### config.mk
export PLATFORM = sky130hd
export DESIGN_NAME = stmt_check_arbiter
export DESIGN_NICKNAME = d
export VERILOG_FILES = /design/src/rtl/stmt_check_arbiter_pkg.sv /design/src/rtl/stmt_check_arbiter_decl_fsm.sv /design/src/rtl/stmt_check_arbiter.sv
export SDC_FILE = /design/constraint.sdc
export NUM_CORES = 1
export LEC_CHECK = 0
export CAP_MARGIN = 5
export CORE_MARGIN = 2
export CORE_UTILIZATION = 57
export CTS_BUF_LIST = sky130_fd_sc_hd__clkbuf_4 sky130_fd_sc_hd__clkbuf_8
export DETAILED_ROUTE_END_ITERATION = 8
export PLACE_DENSITY = 0.84
export SLEW_MARGIN = 5
export SYNTH_ARGS = -nofsm -noshare
export SYNTH_HDL_FRONTEND = slang
export SYNTH_SLANG_ARGS = --single-unit
### constraint.sdc
create_clock -name clk -period 3 [get_ports clk]
set_clock_uncertainty 0.15 [all_clocks]
set_input_delay 0.3 -clock clk [delete_from_list [all_inputs] [get_ports clk]]
set_output_delay 0.3 -clock clk [all_outputs]
set_load 0.02 [all_outputs]
### src/rtl/stmt_check_arbiter_pkg.sv
// stmt_check_arbiter_pkg: shared encodings, character constants and helpers for the statement arbiter.
package stmt_check_arbiter_pkg;

    localparam logic [1:0] ST_IDLE   = 2'd0;
    localparam logic [1:0] ST_STREAM = 2'd1;
    localparam logic [1:0] ST_DONE   = 2'd2;

    localparam logic [7:0] CH_SPACE = 8'h20;
    localparam logic [7:0] CH_COMMA = 8'h2C;
    localparam logic [7:0] CH_SEMI  = 8'h3B;
    localparam logic [7:0] CH_I     = 8'h69;
    localparam logic [7:0] CH_N     = 8'h6E;
    localparam logic [7:0] CH_T     = 8'h74;

    // KW_* walk the leading keyword; ID_I/ID_IN/ID_INT catch an identifier spelled exactly `int`.
    localparam logic [3:0] CK_START  = 4'd0;
    localparam logic [3:0] CK_KW_I   = 4'd1;
    localparam logic [3:0] CK_KW_IN  = 4'd2;
    localparam logic [3:0] CK_KW_INT = 4'd3;
    localparam logic [3:0] CK_LIST   = 4'd4;
    localparam logic [3:0] CK_ID_I   = 4'd5;
    localparam logic [3:0] CK_ID_IN  = 4'd6;
    localparam logic [3:0] CK_ID_INT = 4'd7;
    localparam logic [3:0] CK_ID     = 4'd8;
    localparam logic [3:0] CK_TAIL   = 4'd9;
    localparam logic [3:0] CK_ERR    = 4'd10;

    typedef struct packed {
        logic [1:0] src;
        logic       ok;
        logic       abort;
    } verdict_t;

    function automatic logic is_id_start(input logic [7:0] c);
        return (c >= 8'h41 && c <= 8'h5A) || (c >= 8'h61 && c <= 8'h7A) || c == 8'h5F;
    endfunction

    function automatic logic is_id_char(input logic [7:0] c);
        return is_id_start(c) || (c >= 8'h30 && c <= 8'h39);
    endfunction

endpackage

### src/rtl/stmt_check_arbiter_decl_fsm.sv
// decl_fsm: incremental checker for one `int` declaration, advancing one character per enabled cycle.
module decl_fsm
    import stmt_check_arbiter_pkg::*;
(
    input  logic       clk,
    input  logic       reset,
    input  logic       en,
    input  logic       clr,
    input  logic [7:0] ch,
    output logic       err,
    output logic       done_ok
);

    logic [3:0] r_st;
    logic       r_err;
    logic [3:0] w_nxt;
    logic [3:0] w_after_id;
    logic       w_id_start;
    logic       w_id_char;
    logic       w_can_end;

    assign w_id_start = is_id_start(ch);
    assign w_id_char  = is_id_char(ch);
    assign w_after_id = (ch == CH_SPACE) ? CK_TAIL :
                        (ch == CH_COMMA) ? CK_LIST :
                        (ch == CH_SEMI)  ? CK_START : CK_ERR;
    assign w_can_end  = r_st == CK_ID_I || r_st == CK_ID_IN || r_st == CK_ID || r_st == CK_TAIL;

    always_comb begin
        w_nxt = CK_ERR;
        case (r_st)
            CK_START:  w_nxt = (ch == CH_SPACE) ? CK_START : (ch == CH_I) ? CK_KW_I : CK_ERR;
            CK_KW_I:   w_nxt = (ch == CH_N) ? CK_KW_IN : CK_ERR;
            CK_KW_IN:  w_nxt = (ch == CH_T) ? CK_KW_INT : CK_ERR;
            CK_KW_INT: w_nxt = (ch == CH_SPACE) ? CK_LIST : CK_ERR;
            CK_LIST:   w_nxt = (ch == CH_SPACE) ? CK_LIST : (ch == CH_I) ? CK_ID_I : w_id_start ? CK_ID : CK_ERR;
            CK_ID_I:   w_nxt = (ch == CH_N) ? CK_ID_IN : w_id_char ? CK_ID : w_after_id;
            CK_ID_IN:  w_nxt = (ch == CH_T) ? CK_ID_INT : w_id_char ? CK_ID : w_after_id;
            CK_ID_INT: w_nxt = w_id_char ? CK_ID : CK_ERR;
            CK_ID:     w_nxt = w_id_char ? CK_ID : w_after_id;
            CK_TAIL:   w_nxt = (ch == CH_SPACE) ? CK_TAIL : (ch == CH_COMMA) ? CK_LIST :
                               (ch == CH_SEMI) ? CK_START : CK_ERR;
            default:   w_nxt = CK_ERR;
        endcase
    end

    always_ff @(posedge clk) begin
        if (!reset || clr) begin
            r_st  <= CK_START;
            r_err <= 1'b0;
        end else if (en) begin
            r_st  <= w_nxt;
            r_err <= r_err | (w_nxt == CK_ERR);
        end
    end

    assign err     = r_err;
    assign done_ok = ch == CH_SEMI && w_can_end && !r_err;

endmodule

### src/rtl/stmt_check_arbiter.sv
// stmt_check_arbiter: round-robin, statement-granular sharing of one declaration checker among NREQ streams.
module stmt_check_arbiter
    import stmt_check_arbiter_pkg::*;
#(
    parameter int NREQ    = 2,
    parameter int TIMEOUT = 16,
    parameter int MAXLEN  = 64
) (
    input  logic              clk,
    input  logic              reset,
    input  logic [NREQ-1:0]   req_valid,
    input  logic [8*NREQ-1:0] req_char,
    output logic [NREQ-1:0]   req_ready,
    output logic              res_valid,
    output logic [1:0]        res_src,
    output logic              res_ok,
    output logic              res_abort
);

    localparam int SW = $clog2(TIMEOUT + 1);
    localparam int LW = $clog2(MAXLEN + 1);

    logic [1:0]    r_state;
    logic [1:0]    r_grant;
    logic [1:0]    r_last;
    logic [SW-1:0] r_stall;
    logic [LW-1:0] r_len;
    logic          r_res_valid;
    verdict_t      r_res;

    logic          w_found;
    logic [1:0]    w_pick;
    logic [1:0]    w_idx;
    logic          w_gvalid;
    logic          w_accept;
    logic [7:0]    w_ch;
    logic          w_is_semi;
    logic          w_done_ok;
    logic          w_err;
    logic          w_ok;
    logic [SW-1:0] w_stall_nxt;
    logic [LW-1:0] w_len_nxt;

    always_comb begin
        w_found = 1'b0;
        w_pick  = r_last;
        w_idx   = r_last;
        for (int k = 1; k <= NREQ; k++) begin
            w_idx = 2'((int'(r_last) + k) % NREQ);
            if (!w_found && |(req_valid & (NREQ'(1) << w_idx))) begin
                w_found = 1'b1;
                w_pick  = w_idx;
            end
        end
    end

    assign w_gvalid    = |(req_valid & (NREQ'(1) << r_grant));
    assign w_ch        = 8'(req_char >> {r_grant, 3'b000});
    assign w_accept    = r_state == ST_STREAM && w_gvalid;
    assign w_is_semi   = w_ch == CH_SEMI;
    assign w_ok        = w_done_ok & ~w_err;
    assign w_stall_nxt = r_stall + 1'b1;
    assign w_len_nxt   = r_len + 1'b1;
    assign req_ready   = (r_state == ST_STREAM) ? (NREQ'(1) << r_grant) : '0;

    decl_fsm u_decl_fsm (
        .clk     (clk),
        .reset   (reset),
        .en      (w_accept),
        .clr     (r_state == ST_DONE),
        .ch      (w_ch),
        .err     (w_err),
        .done_ok (w_done_ok)
    );

    // A ';' is an accept, never a stall, so it always beats an expiring stall counter.
    always_ff @(posedge clk) begin
        if (!reset) begin
            r_state     <= ST_IDLE;
            r_grant     <= '0;
            r_last      <= 2'(NREQ - 1);
            r_stall     <= '0;
            r_len       <= '0;
            r_res_valid <= 1'b0;
            r_res       <= '0;
        end else begin
            r_res_valid <= 1'b0;
            case (r_state)
                ST_IDLE: begin
                    if (w_found) begin
                        r_grant <= w_pick;
                        r_state <= ST_STREAM;
                    end
                end
                ST_STREAM: begin
                    if (w_accept) begin
                        r_stall <= '0;
                        r_len   <= w_len_nxt;
                        if (w_is_semi || w_len_nxt == LW'(MAXLEN)) begin
                            r_state     <= ST_DONE;
                            r_res_valid <= 1'b1;
                            r_res       <= '{src: r_grant, ok: w_is_semi & w_ok, abort: ~w_is_semi};
                        end
                    end else if (w_stall_nxt == SW'(TIMEOUT)) begin
                        r_state     <= ST_DONE;
                        r_res_valid <= 1'b1;
                        r_res       <= '{src: r_grant, ok: 1'b0, abort: 1'b1};
                    end else begin
                        r_stall <= w_stall_nxt;
                    end
                end
                default: begin
                    r_state <= ST_IDLE;
                    r_last  <= r_grant;
                    r_stall <= '0;
                    r_len   <= '0;
                    r_res   <= '{src: r_grant, ok: 1'b0, abort: 1'b0};
                end
            endcase
        end
    end

    assign res_valid = r_res_valid;
    assign res_src   = r_res.src;
    assign res_ok    = r_res.ok;
    assign res_abort = r_res.abort;

endmodule
==> summary.md <==
| Metric | Value |
|---|---|
| Total negative slack | `0 ns` |
| Largest cells by area after synthesis | `dfxtp_1 (27%), nor2_1 (5.2%), mux2i_1 (4.1%)` |
| Synthesis-stage register bit count | `27` |
| GR Overflow Total | `0` |
| Pre-antenna DRT Iters | `4` |
| Routed WL | `4918 um` |
| Final Wtd Congestion | `0.9297` |
| Worst Hold Class | `reg -> reg` |
| Worst-path clk slew | `0.14 ns` |
| Die Span Y | `62.74 um` |
| WL/cell | `14.99 um` |
| H-tree lvl count | `1` |
| Leakage | `0.8296 nW` |
| Fin worst setup slack | `0.1803 ns` |
| Initial antenna violation count | `0` |
| Die X-Extent | `62.74 um` |
| Status | `complete, no violations` |
| Num CTS Buffers | `3` |
| Global route hottest layer | `met2` |
| Final core occ | `0.6918` |
| Xor/xnor share of the synthesized area | `0.02672` |
| Min-delay src | `u_decl_fsm.err` |
| Max Clk Rate | `354.6 MHz` |
| Syn nets | `279` |
| Syn_area_per_cell | `7.653 sq um` |
| Critical path endpoint category | `register` |
| Drt initial violations | `153` |
| Pre-CTS setup slack | `-0.01466 ns` |
| Global-route wire length before repair | `8562 um` |
| DP Cell Count | `324` |
| RSZ-0062 raised after global routing | `no` |
| Dpl hpwl | `3702 um` |
| Worst Tran Pin Value | `0.5744 ns` |
| Full die area | `3936 sq um` |
| Routed vias | `2041` |
| Max Cap Viol | `0` |
| Critical path class | `reg -> reg` |
| Clock Tree Root | `clkbuf_4` |
| Largest net degree at the start of global routing | `17` |
| Maximum vdd ir drop | `0.2582 mV` |
| Main combinational cell family by area after synthesis | `simple AND/OR/NAND/NOR gates` |
| Fin crit share | `0.9399` |
| Yosys warns | `0` |
| ANT cells | `0` |
| # Post-CTS Setup Buffers | `0` |
| CP required | `3.10 ns` |
| Top-area cell type share of the netlist area | `0.2748` |
| CTS Hold Bufs | `0` |
| WP data arrival | `2.92 ns` |
| EDFF count, synth | `0` |
| PD cells | `323.7 nW/um^2` |
| Final Setup Violations | `0` |
| Placed Area | `2281 sq um` |
| Core area | `3337 sq um` |
| Row Count | `21` |
| Cell variety after synth | `57` |
| Final hold vios | `0` |
| Synth cell count leaders | `dfxtp_1 (27), nor2_1 (27), nand2_1 (19)` |
| Clock Path Buffers | `2` |
| Synth async-reset ratio | `0` |
| Simple-gate portion of the synthesized area | `0.3798` |
| Starting density of the core | `0.5894` |
| Clk sinks | `27` |
| Mux share of post-synthesis cell area | `0.04071` |
| Share of the yosys chip area belonging to registers | `0.2748` |
| Crit path time final | `2.820 ns` |
| Layout Nets | `305` |
| All-layer global routing usage | `0.2643` |
| Routing usage on met3 | `0.02703` |
| Yosys top cell by area | `dfxtp_1` |
| Met2 Use GR | `0.4691` |
| # IOs | `27` |
| Worst Setup SP | `r_grant[0]` |
| PortBufs | `26` |
| Final Max Tran Viols | `0` |
| Post-cts sizing count | `0` |
| Worst r2r src | `r_grant[0]` |
| Netlist area before placement | `1967 sq um` |
| Post-synth top flop | `dfxtp_1` |
| Post-synthesis adder-cell area fraction | `0.01272` |
| Layout cell share with drive strength beyond 1 | `0.08511` |
| CP Launch Type | `register` |
| Final Cell Area | `2308 sq um` |
| Clk_lat worst skew | `0.33 ns` |
| ANT nets after route | `0` |
| Slew margin rel. | `0.6130` |
| Vias per cell | `6.223` |
| Cells after Synth | `257` |
| Layout area overhead | `17.37%` |
| CTS tree | `yes` |
| DR DRC count | `0` |
| CP Max Fanout | `13` |
| Post-Layout Cell Count | `328` |
| GR Layer Usage met1 | `0.3371` |
| Post-synthesis compound-gate area fraction | `0.2214` |
| Vias in the first global route | `1835` |
-- final timing paths --
kind | end | slack (ns) | cells past startpoint
worst min-delay path | u_decl_fsm.err | 0.32 | 2
worst max register to register | u_decl_fsm.err | 0.18 | 8
worst max-delay path | u_decl_fsm.err | 0.18 | 8
worst min register to register | u_decl_fsm.err | 0.32 | 2
-- state kept, by name (all words and copies together) (netlist names) --
register,flops
r_grant,2
r_last,1
r_len,7
r_stall,5
r_state,2
res_abort,1
res_ok,1
res_src,2
res_valid,1
u_decl_fsm.err,1
u_decl_fsm.r_st,4
-- metal layers --
metal  up-vias  part of all wire
met5         -                 0
met2        59              0.51
met1       965              0.44
li1       1009                 -
met4         0             0.013
met3         8             0.038
-- kinds of logic (layout without fill, tap and decap cells) --
group           count (synthesis)  in the layout
mux                             8              8
fa+ha+maj                       2              2
flops                          27             27
simple gates                  130            130
buf+inv                        20             45
xor+xnor                        6              6
compound gates                 64             64
-- report_power, final --
group / total (W) / internal, W / switching [W]
registers: 0.000389 / 0.000370 / 0.0000184
clock network: 0.000159 / 0.0000501 / 0.000109
logic: 0.000200 / 0.0000920 / 0.000108
total: 0.000747 / 0.000512 / 0.000235
-- metrics by stage --
stage / total power [W] / hold slack [ns]
floorplan: 0.0005196 / 0.2821
global placement: 0.0005881 / 0.2948
detailed placement: 0.0005927 / 0.3032
CTS: 0.0007474 / 0.3234
global route: 0.0007870 / 0.3471
finish: 0.0007473 / 0.3199
-- cell type report --
cell class                      count  area (sq um)
Clock buffer                        3         22.52
Timing Repair Buffer               33         312.8
Multi-Input combinational cell    210          1340
Fill cell                         304          1028
Tap cell                           46         57.56
Inverter                            8         30.03
Clock inverter                      1         5.005
Sequential cell                    27         540.5
-- cells in the final DEF, fill, tap and decap left out, types with 6 or more instances in the layout --
cell,instances
buf_4,7
nor3_1,12
and3_1,7
nor2_1,27
inv_1,8
nor2b_1,10
nand2b_1,6
o21ai_0,10
mux2i_1,8
a21oi_1,13
a31oi_1,6
nand2_1,19
nand3_1,11
dfxtp_1,27
a211oi_1,6
clkdlybuf4s50_1,26
-- critical path: stages (launching register included) --
cell and delay [ns]:
dfxtp_1 0.58, buf_4 0.24, nand3b_1 0.12, a22oi_1 0.13, nand4bb_1 0.27, o2bb2ai_1 0.11, or4b_1 0.56, or3b_1 0.37
o32ai_1 0.20
Note: power is estimated with default switching activity, not from simulation.
